==> config.mk <==
export PLATFORM = sky130hd
export DESIGN_NAME = hall_call_dispatcher
export DESIGN_NICKNAME = d
export VERILOG_FILES = /design/src/rtl/hall_call_dispatcher.sv
export SDC_FILE = /design/constraint.sdc
export NUM_CORES = 1
export LEC_CHECK = 0
export CORE_MARGIN = 10
export CORE_UTILIZATION = 55
export CTS_BUF_LIST = sky130_fd_sc_hd__clkbuf_16
export DETAILED_ROUTE_END_ITERATION = 10
export MAX_ROUTING_LAYER = met4
export PLACE_DENSITY = 0.8
export SYNTH_ARGS = -nofsm -noshare
export SYNTH_HDL_FRONTEND = slang
export SYNTH_SLANG_ARGS = --single-unit
export TNS_END_PERCENT = 50
==> constraint.sdc <==
create_clock -name clk -period 5.7 [get_ports clk]
set_clock_uncertainty 0.1 [all_clocks]
set_input_delay 1.14 -clock clk [delete_from_list [all_inputs] [get_ports clk]]
set_output_delay 1.14 -clock clk [all_outputs]
set_load 0.02 [all_outputs]
==> src/rtl/hall_call_dispatcher.sv <==
// Hall-call dispatcher: latches landing calls into per-floor/direction slots and hands each
// pending call to the cheaper of two cars over a registered valid/ready assignment port.
module hall_call_dispatcher #(
  parameter int NUM_FLOORS = 7,
  parameter int FLOOR_W    = 3
) (
  input  logic                  clk,
  input  logic                  reset,
  input  logic                  request,
  input  logic [FLOOR_W-1:0]    request_floor,
  input  logic                  request_dir,
  input  logic [1:0]            traffic_state,
  input  logic [FLOOR_W-1:0]    current_floor_elev_1,
  input  logic [FLOOR_W-1:0]    current_floor_elev_2,
  input  logic                  current_dir_elev_1,
  input  logic                  current_dir_elev_2,
  input  logic                  idle_elev_1,
  input  logic                  idle_elev_2,
  input  logic                  arrived_elev_1,
  input  logic                  arrived_elev_2,
  output logic                  assign_valid_1,
  output logic                  assign_valid_2,
  output logic [FLOOR_W-1:0]    assign_floor_1,
  output logic [FLOOR_W-1:0]    assign_floor_2,
  output logic                  assign_dir_1,
  output logic                  assign_dir_2,
  input  logic                  assign_ready_1,
  input  logic                  assign_ready_2,
  output logic [NUM_FLOORS-1:0] up_calls,
  output logic [NUM_FLOORS-1:0] down_calls
);
  localparam int NUM_SLOTS = 2 * NUM_FLOORS;
  localparam int PTR_W     = $clog2(NUM_SLOTS);

  typedef enum logic [1:0] {SCAN, EVAL, ISSUE} state_t;

  state_t               r_state, w_state_nxt;
  logic [NUM_SLOTS-1:0] r_pending, r_assigned;
  logic [NUM_SLOTS-1:0] w_set_mask, w_clr_mask, w_assign_mask;
  logic [PTR_W-1:0]     r_ptr, w_ptr_inc;
  logic [FLOOR_W-1:0]   r_call_floor;
  logic                 r_call_dir;
  logic                 r_lost;
  logic                 r_toggle;
  logic                 r_valid_1, r_valid_2;
  logic [FLOOR_W-1:0]   r_floor_1, r_floor_2;
  logic                 r_dir_1, r_dir_2;
  logic [4:0]           w_cost_1, w_cost_2;
  logic                 w_hit, w_handshake, w_tie, w_pick_2;

  function automatic logic [4:0] calc_cost(
    input logic [FLOOR_W-1:0] call_f,
    input logic               call_d,
    input logic [FLOOR_W-1:0] car_f,
    input logic               car_d,
    input logic               car_idle
  );
    logic [4:0] d;
    logic       ahead;
    d     = (call_f >= car_f) ? 5'(call_f - car_f) : 5'(car_f - call_f);
    ahead = call_d ? (call_f >= car_f) : (call_f <= car_f);
    if (car_idle || ((car_d == call_d) && ahead)) calc_cost = d;
    else                                          calc_cost = d + 5'd8;
  endfunction

  // Floors outside 0..NUM_FLOORS-1 never match the loop, so they drop out naturally.
  always_comb begin
    w_set_mask = '0;
    w_clr_mask = '0;
    for (int f = 0; f < NUM_FLOORS; f++) begin
      if (request && (request_floor == FLOOR_W'(f))) begin
        if (request_dir && (f != NUM_FLOORS - 1)) w_set_mask[2*f+1] = 1'b1;
        if (!request_dir && (f != 0))             w_set_mask[2*f]   = 1'b1;
      end
      if (arrived_elev_1 && (current_floor_elev_1 == FLOOR_W'(f))) begin
        if (idle_elev_1 || current_dir_elev_1)  w_clr_mask[2*f+1] = 1'b1;
        if (idle_elev_1 || !current_dir_elev_1) w_clr_mask[2*f]   = 1'b1;
      end
      if (arrived_elev_2 && (current_floor_elev_2 == FLOOR_W'(f))) begin
        if (idle_elev_2 || current_dir_elev_2)  w_clr_mask[2*f+1] = 1'b1;
        if (idle_elev_2 || !current_dir_elev_2) w_clr_mask[2*f]   = 1'b1;
      end
    end
  end

  assign w_hit       = r_pending[r_ptr] && !r_assigned[r_ptr];
  assign w_handshake = (r_valid_1 && assign_ready_1) || (r_valid_2 && assign_ready_2);
  assign w_ptr_inc   = (r_ptr == PTR_W'(NUM_SLOTS - 1)) ? '0 : r_ptr + 1'b1;

  always_comb begin
    w_assign_mask = '0;
    if ((r_state == ISSUE) && w_handshake && !r_lost) w_assign_mask[r_ptr] = 1'b1;
  end

  assign w_cost_1 = calc_cost(r_call_floor, r_call_dir, current_floor_elev_1,
                              current_dir_elev_1, idle_elev_1);
  assign w_cost_2 = calc_cost(r_call_floor, r_call_dir, current_floor_elev_2,
                              current_dir_elev_2, idle_elev_2);
  assign w_tie    = (w_cost_1 == w_cost_2);

  always_comb begin
    w_pick_2 = 1'b0;
    if (w_cost_2 < w_cost_1) begin
      w_pick_2 = 1'b1;
    end else if (w_tie) begin
      case (traffic_state)
        2'b01:   w_pick_2 = (current_floor_elev_2 < current_floor_elev_1);
        2'b10:   w_pick_2 = (current_floor_elev_2 > current_floor_elev_1);
        2'b11:   w_pick_2 = r_toggle;
        default: w_pick_2 = 1'b0;
      endcase
    end
  end

  always_comb begin
    w_state_nxt = r_state;
    case (r_state)
      SCAN:    if (w_hit) w_state_nxt = EVAL;
      EVAL:    w_state_nxt = ISSUE;
      ISSUE:   if (w_handshake) w_state_nxt = SCAN;
      default: w_state_nxt = SCAN;
    endcase
  end

  always_ff @(posedge clk or negedge reset) begin
    if (!reset) r_state <= SCAN;
    else        r_state <= w_state_nxt;
  end

  // r_lost remembers that the in-flight slot was cleared, so the handshake still
  // completes but must not mark the slot assigned.
  always_ff @(posedge clk or negedge reset) begin
    if (!reset) begin
      r_pending    <= '0;
      r_assigned   <= '0;
      r_ptr        <= '0;
      r_call_floor <= '0;
      r_call_dir   <= 1'b0;
      r_lost       <= 1'b0;
      r_toggle     <= 1'b0;
      r_valid_1    <= 1'b0;
      r_valid_2    <= 1'b0;
      r_floor_1    <= '0;
      r_floor_2    <= '0;
      r_dir_1      <= 1'b0;
      r_dir_2      <= 1'b0;
    end else begin
      r_pending  <= (r_pending | w_set_mask) & ~w_clr_mask;
      r_assigned <= (r_assigned | w_assign_mask) & ~w_clr_mask;
      case (r_state)
        SCAN: begin
          if (w_hit) begin
            r_call_floor <= FLOOR_W'(r_ptr >> 1);
            r_call_dir   <= r_ptr[0];
            r_lost       <= w_clr_mask[r_ptr];
          end else begin
            r_ptr <= w_ptr_inc;
          end
        end
        EVAL: begin
          r_lost <= r_lost | w_clr_mask[r_ptr];
          if (w_pick_2) begin
            r_valid_2 <= 1'b1;
            r_floor_2 <= r_call_floor;
            r_dir_2   <= r_call_dir;
          end else begin
            r_valid_1 <= 1'b1;
            r_floor_1 <= r_call_floor;
            r_dir_1   <= r_call_dir;
          end
          if (w_tie && (traffic_state == 2'b11)) r_toggle <= ~r_toggle;
        end
        ISSUE: begin
          r_lost <= r_lost | w_clr_mask[r_ptr];
          if (w_handshake) begin
            r_valid_1 <= 1'b0;
            r_valid_2 <= 1'b0;
            r_floor_1 <= '0;
            r_floor_2 <= '0;
            r_dir_1   <= 1'b0;
            r_dir_2   <= 1'b0;
            r_ptr     <= w_ptr_inc;
          end
        end
        default: ;
      endcase
    end
  end

  always_comb begin
    up_calls   = '0;
    down_calls = '0;
    for (int f = 0; f < NUM_FLOORS; f++) begin
      up_calls[f]   = r_pending[2*f+1];
      down_calls[f] = r_pending[2*f];
    end
  end

  assign assign_valid_1 = r_valid_1;
  assign assign_valid_2 = r_valid_2;
  assign assign_floor_1 = r_floor_1;
  assign assign_floor_2 = r_floor_2;
  assign assign_dir_1   = r_dir_1;
  assign assign_dir_2   = r_dir_2;
endmodule
After elaboration in Yosys (flattened, before gate mapping)
Index checks and enable logic that the tools add are counted.
{"block": "word_totals", "input_bits": 23, "out_inout_bits": 24, "register_bits": 50, "elab_cells": 205}
{"block": "classes", "order_cmp": 9, "reduce_logical": 56, "bitwise": 7, "eq_ne": 32, "n_mux": 80, "n_addsub": 7}
{"operator": "2-to-1 mux 2 bit", "count": 21}
{"operator": "2-to-1 mux 1 bit", "count": 34}
{"operator": "logical AND 1 bit", "count": 30}
{"operator": "AND 14 bit", "count": 2}
{"operator": "equality test 3 bit, second input constant", "count": 9}
{"operator": "2-to-1 mux 5 bit", "count": 4}
{"operator": "equality test 3 x 2 -> 1 bit, second input constant", "count": 6}
{"operator": "subtractor 3 x 3 -> 4 bit", "count": 4}
{"operator": "2-to-1 mux 14 bit", "count": 1}
{"operator": "NOT 14 bit", "count": 1}
{"operator": "bitwise OR 14 x 13 -> 14 bit", "count": 1}
{"operator": "bitwise OR 14 bit", "count": 1}
{"operator": "binary-select mux 1 bit (select 4 bit)", "count": 3}
{"operator": "2-to-1 mux 4 bit", "count": 3}
{"operator": "one-hot mux 3 bit (2 select lines)", "count": 2}
{"operator": "adder 5 x 4 -> 5 bit, second input constant", "count": 2}
{"operator": "!= test 2 bit, second input constant", "count": 5}
{"operator": "one-hot mux 1 bit (2 select lines)", "count": 5}
{"operator": "equality test 3 x 1 -> 1 bit, second input constant", "count": 3}
{"operator": "zero test 3 bit", "count": 3}
{"operator": "2-to-1 mux 3 bit", "count": 3}
{"operator": "AND reduction 3 bit", "count": 3}
{"operator": "one-hot mux 4 bit (2 select lines)", "count": 1}
{"operator": "AND reduction 2 bit", "count": 4}
{"operator": "other kinds (23)", "count": 40}

Logic depth before layout (Yosys ltp)
{"block": "logic_depth", "word_depth": 10, "depth_mapped": 20, "depth_no_buf": 20}

Worst setup path before layout
No wires, ideal clock.
{"block": "synth_path", "kind": "input port to flip-flop", "start": "input current_floor_elev_2[0]", "end": "register r_floor_1[2], in the netlist assign_floor_1[2]", "n_path_buf": 0, "required_ns": 5.456, "cell_stages": 17, "setup_slack_ns": 0.771, "t_arrival_ns": 4.685, "cell_sequence": "ha_1 inv_1 fa_1 fa_1 a31oi_2 a21oi_1 a221o_1 a221oi_1 ha_1 inv_1 ha_1 and4_1 and4_1 o31ai_1 o2bb2ai_2 a21boi_0 o22ai_1"}
{"block": "synth_between", "elab_chain_len": 10}
{"item": "from (decl)", "line_no": "14", "text": "input logic [FLOOR_W-1:0] current_floor_elev_2,"}
{"item": "parallel branches: the longest is 7 deep, another holds adder 5 x 4 -> 5 bit"}
{"item": "2-to-1 mux 1 bit *", "line_no": "103", "text": "if (w_cost_2 < w_cost_1) begin"}
{"item": "!= test 2 bit (no source line) *"}
{"item": "AND reduction 3 bit (no source line) *"}
{"item": "to (signal assigned)", "line_no": "168", "text": "r_floor_1 <= r_call_floor;"}
{"item": "to (decl)", "line_no": "46", "text": "logic [FLOOR_W-1:0] r_floor_1, r_floor_2;"}
Every way passes the cells marked *.
A chain may end at the register's enable or synchronous reset.

Worst setup path in the final report
Ends and elaborated chain as after synthesis.

==> results_dict.tcl <==
set metrics [dict create \
    portBuffers 46 \
    setup_viol 0 \
    gr-total-overflow 0 \
    clk_pin_slew_worst_paths_ns 0.07 \
    cp_cell_sequence "clkdlybuf4s50_1 -> ha_1 -> inv_1 -> fa_1 -> fa_1 -> a31oi_2 -> a21oi_1 -> a221o_1 -> a221oi_1 -> ha_1 -> inv_1 -> ha_1 -> and4_1 -> and4_1 -> o31ai_1 -> o2bb2ai_2 -> a21boi_0 -> o22ai_1" \
    fin_crit_sh 0.9488 \
    syn_to_final_growth_pct 19.64 \
    synth-edff-count 0 \
    die_w_um 100.5 \
    dieArea_sq_mm 0.01011 \
    hold_violations 0 \
    worstHoldPathCells 1 \
    hold_buffers 0 \
    synth-adder-area-share 0.1214 \
    grt_pass1_vias 3204 \
    cap_violations 0 \
    netSwitchingPower_uw 919.0 \
    numClockSinks 50 \
    synth_seq_cells 50 \
    rrSetupSlack_ns 1.07 \
    grt_pass1_wl_um 15240 \
    ys.flop_type "dfrtp_1" \
    wirelength_um 9147 \
    drt_iter0_drc 170 \
    cp_common_cell "ha_1" \
    hpwl_um 7101 \
    p_sw_frac 0.4296 \
    synth-xor-area-share 0.01964 \
    cts_buffer_depth 2 \
    htree_levels 2 \
    postSynthNetCount 443 \
    p_int_mw 1.220 \
    worst_path_max_delay_cell "clkdlybuf4s50_1" \
    ys_types 65 \
    post_cts_buffers 0 \
    cp_top_family "compound AO/OA/AOI/OAI gates" \
    rows 29 \
    cts_root_buf "clkbuf_16" \
    final_common_cell "dfrtp_1" \
    vias_per_cell 6.131 \
    synthMuxAreaShare 0.03999 \
    synth_compound_area_frac 0.2378 \
    worstSetupStartpointType "primary input" \
    synth-simple-area-share 0.1792 \
    endpoint_kind "flip-flop" \
    critPathKind "in2reg" \
    io_pins 47 \
    netlist_area_sq_mm 0.003567 \
    cpPeakStageDelay_ns 0.48 \
    r2r_end "assign_floor_1[2]" \
    relSlewSlack 0.4726 \
    p_clk_frac 0.165 \
    ys_seq_area_frac 0.3508 \
    critPathBufInv 3 \
    worst_hold_path.endpoint "r_toggle" \
    yosys_warnings 0 \
    hold_path.startpoint "r_toggle" \
    gp_congestion 0.8911 \
    cts_resized 0 \
    firstDrtPassIters 4 \
    p_leak_nw 1.883 \
    max_freq_mhz 184.9 \
    n_antenna_cell 0 \
    slew_violations 0 \
    cp_max_fo 8 \
    pwr-share-comb 0.560 \
    fp.coreArea_sq_mm 0.006314 \
    cts_tree "built" \
    wl_per_cell_um 17.83 \
    initial_core_util 0.5650 \
    syn_inst 389 \
    tns_ns 0 \
    n_fill_cell 529 \
    clock_latency_ns 0.30 \
    critPathRequiredTime_ns 5.75 \
    antenna_found_initial 0 \
    status "completed" \
    synth_top_family_by_area "compound AO/OA/AOI/OAI gates" \
    nets 489 \
    drive_gt1_frac 0.07339 \
    ir_drop_mv 0.3283 \
    drc_errors 0 \
    via_count 3145 \
    avgSynthCellArea_sq_um 9.170 \
    numCtsBuffers 5 \
    dieHeight_um 100.5 \
    p_per_area_mw_per_mm2 501.2 \
    grt_use_total 0.1877 \
    tightestPinTransition_ns 0.7911 \
    period_needed_ns 5.408 \
    seqPwrFrac 0.275 \
    mostFrequentLayoutCells "50 x dfrtp_1, 45 x clkdlybuf4s50_1, 39 x nor2_1" \
    rsz0062_at_grt "false" \
    r2r_cells 18 \
    r2r_start "r_call_floor[0]" \
    grt_max_degree 51 \
    crit_arrival_ns 5.46 \
    ant_nets 0 \
    whs_ns 0.3687 \
    synth-async-reset-ratio 1.000 \
    hold_class "reg2reg" \
]
kinds of logic after synthesis:
kind of cell	Yosys count
flip-flops	50
adder cells (fa/ha/maj)	31
multiplexers	10
XOR/XNOR	8
buffers and inverters	45
AO/OA/AOI/OAI	120
AND/OR/NAND/NOR	125
Yosys cell counts, drive strengths merged (3+ instances only):
cell type,number,area [sq um]
nor2b,13,81.33
a21oi,34,173.9
xor2,3,26.28
a2bb2oi,9,78.83
nand3,10,50.05
nand2,23,86.33
o2bb2ai,8,76.32
o21ai,10,50.05
mux2i,3,30.03
nor3,5,25.02
xnor2,5,43.79
dfrtp,50,1251
nand3b,5,37.54
mux2,5,67.56
and3,3,23.77
inv,33,123.9
nor2,39,146.4
o22ai,18,118.9
fa,6,120.1
o211ai,4,30.03
nand2b,13,81.33
clkbuf,5,18.77
ha,25,312.8
o21a,4,30.03
a31oi,7,50.05
or2,3,18.77
buf,6,36.28
flip-flops by register name (all words and copies together), names as in the netlist, 2 cells and up:
name / count
r_assigned: 14
r_state: 2
r_ptr: 4
assign_floor_1: 3
r_pending: 14
r_call_floor: 3
assign_floor_2: 3
worst max path at each step:
| stage | cells after the start | to | slack (ns) | start |
|---|---|---|---|---|
| after floorplan | 17 | assign_floor_1[2] | 0.77 | current_floor_elev_2[0] |
| after global placement | 18 | assign_floor_1[2] | 0.16 | current_floor_elev_2[0] |
| after detailed placement | 18 | assign_floor_1[2] | 0.003 | current_floor_elev_2[0] |
| after CTS | 18 | assign_floor_1[2] | 0.32 | current_floor_elev_2[0] |
| after global routing | 18 | assign_floor_1[2] | 0.1 | current_floor_elev_2[0] |
| final | 18 | assign_floor_1[2] | 0.29 | current_floor_elev_2[0] |
routing by layer:
layer  up-vias  global-route usage  share of wire
met5         -                   -              0
met4         0             0.06087          0.017
met3        15             0.04321          0.050
met2       100              0.3051           0.49
met1      1525              0.2252           0.44
li1       1505                   -              -
metrics by stage:
step / power, mW / util / cell area, sq um / setup WS, ns / instances
detailed placement: 1.780 / 0.6484 / 4094 / 0.002969 / 505
floorplan: 1.457 / - / 3567 / 0.7707 / 389
CTS: 2.142 / 0.6760 / 4268 / 0.3168 / 513
global placement: 1.736 / 0.6484 / 4094 / 0.1640 / 505
finish: 2.139 / 0.6760 / 4268 / 0.2921 / 513
global route: 2.305 / 0.6760 / 4268 / 0.09557 / 513
power by group through the flow:
| stage | Clock [mW] | Combinational, mW | Sequential [mW] |
|---|---|---|---|
| detailed placement | 0 | 1.19 | 0.591 |
| global route | 0.372 | 1.33 | 0.605 |
| global placement | 0 | 1.15 | 0.590 |
| CTS | 0.358 | 1.20 | 0.586 |
| floorplan | 0 | 0.893 | 0.565 |
| finish | 0.352 | 1.20 | 0.588 |
cell type report:
| type | instances | area [sq um] | share of cell area |
|---|---|---|---|
| Multi-Input combinational cell | 294 | 2133 | 0.4999 |
| Sequential cell | 50 | 1251 | 0.2932 |
| Timing Repair Buffer | 50 | 485.5 | 0.1137 |
| Inverter | 34 | 127.6 | 0.02990 |
| Clock buffer | 5 | 125.1 | 0.02932 |
| Tap cell | 77 | 96.34 | 0.02257 |
| Clock inverter | 3 | 48.80 | 0.01143 |
(Power assumes the default switching activity.)
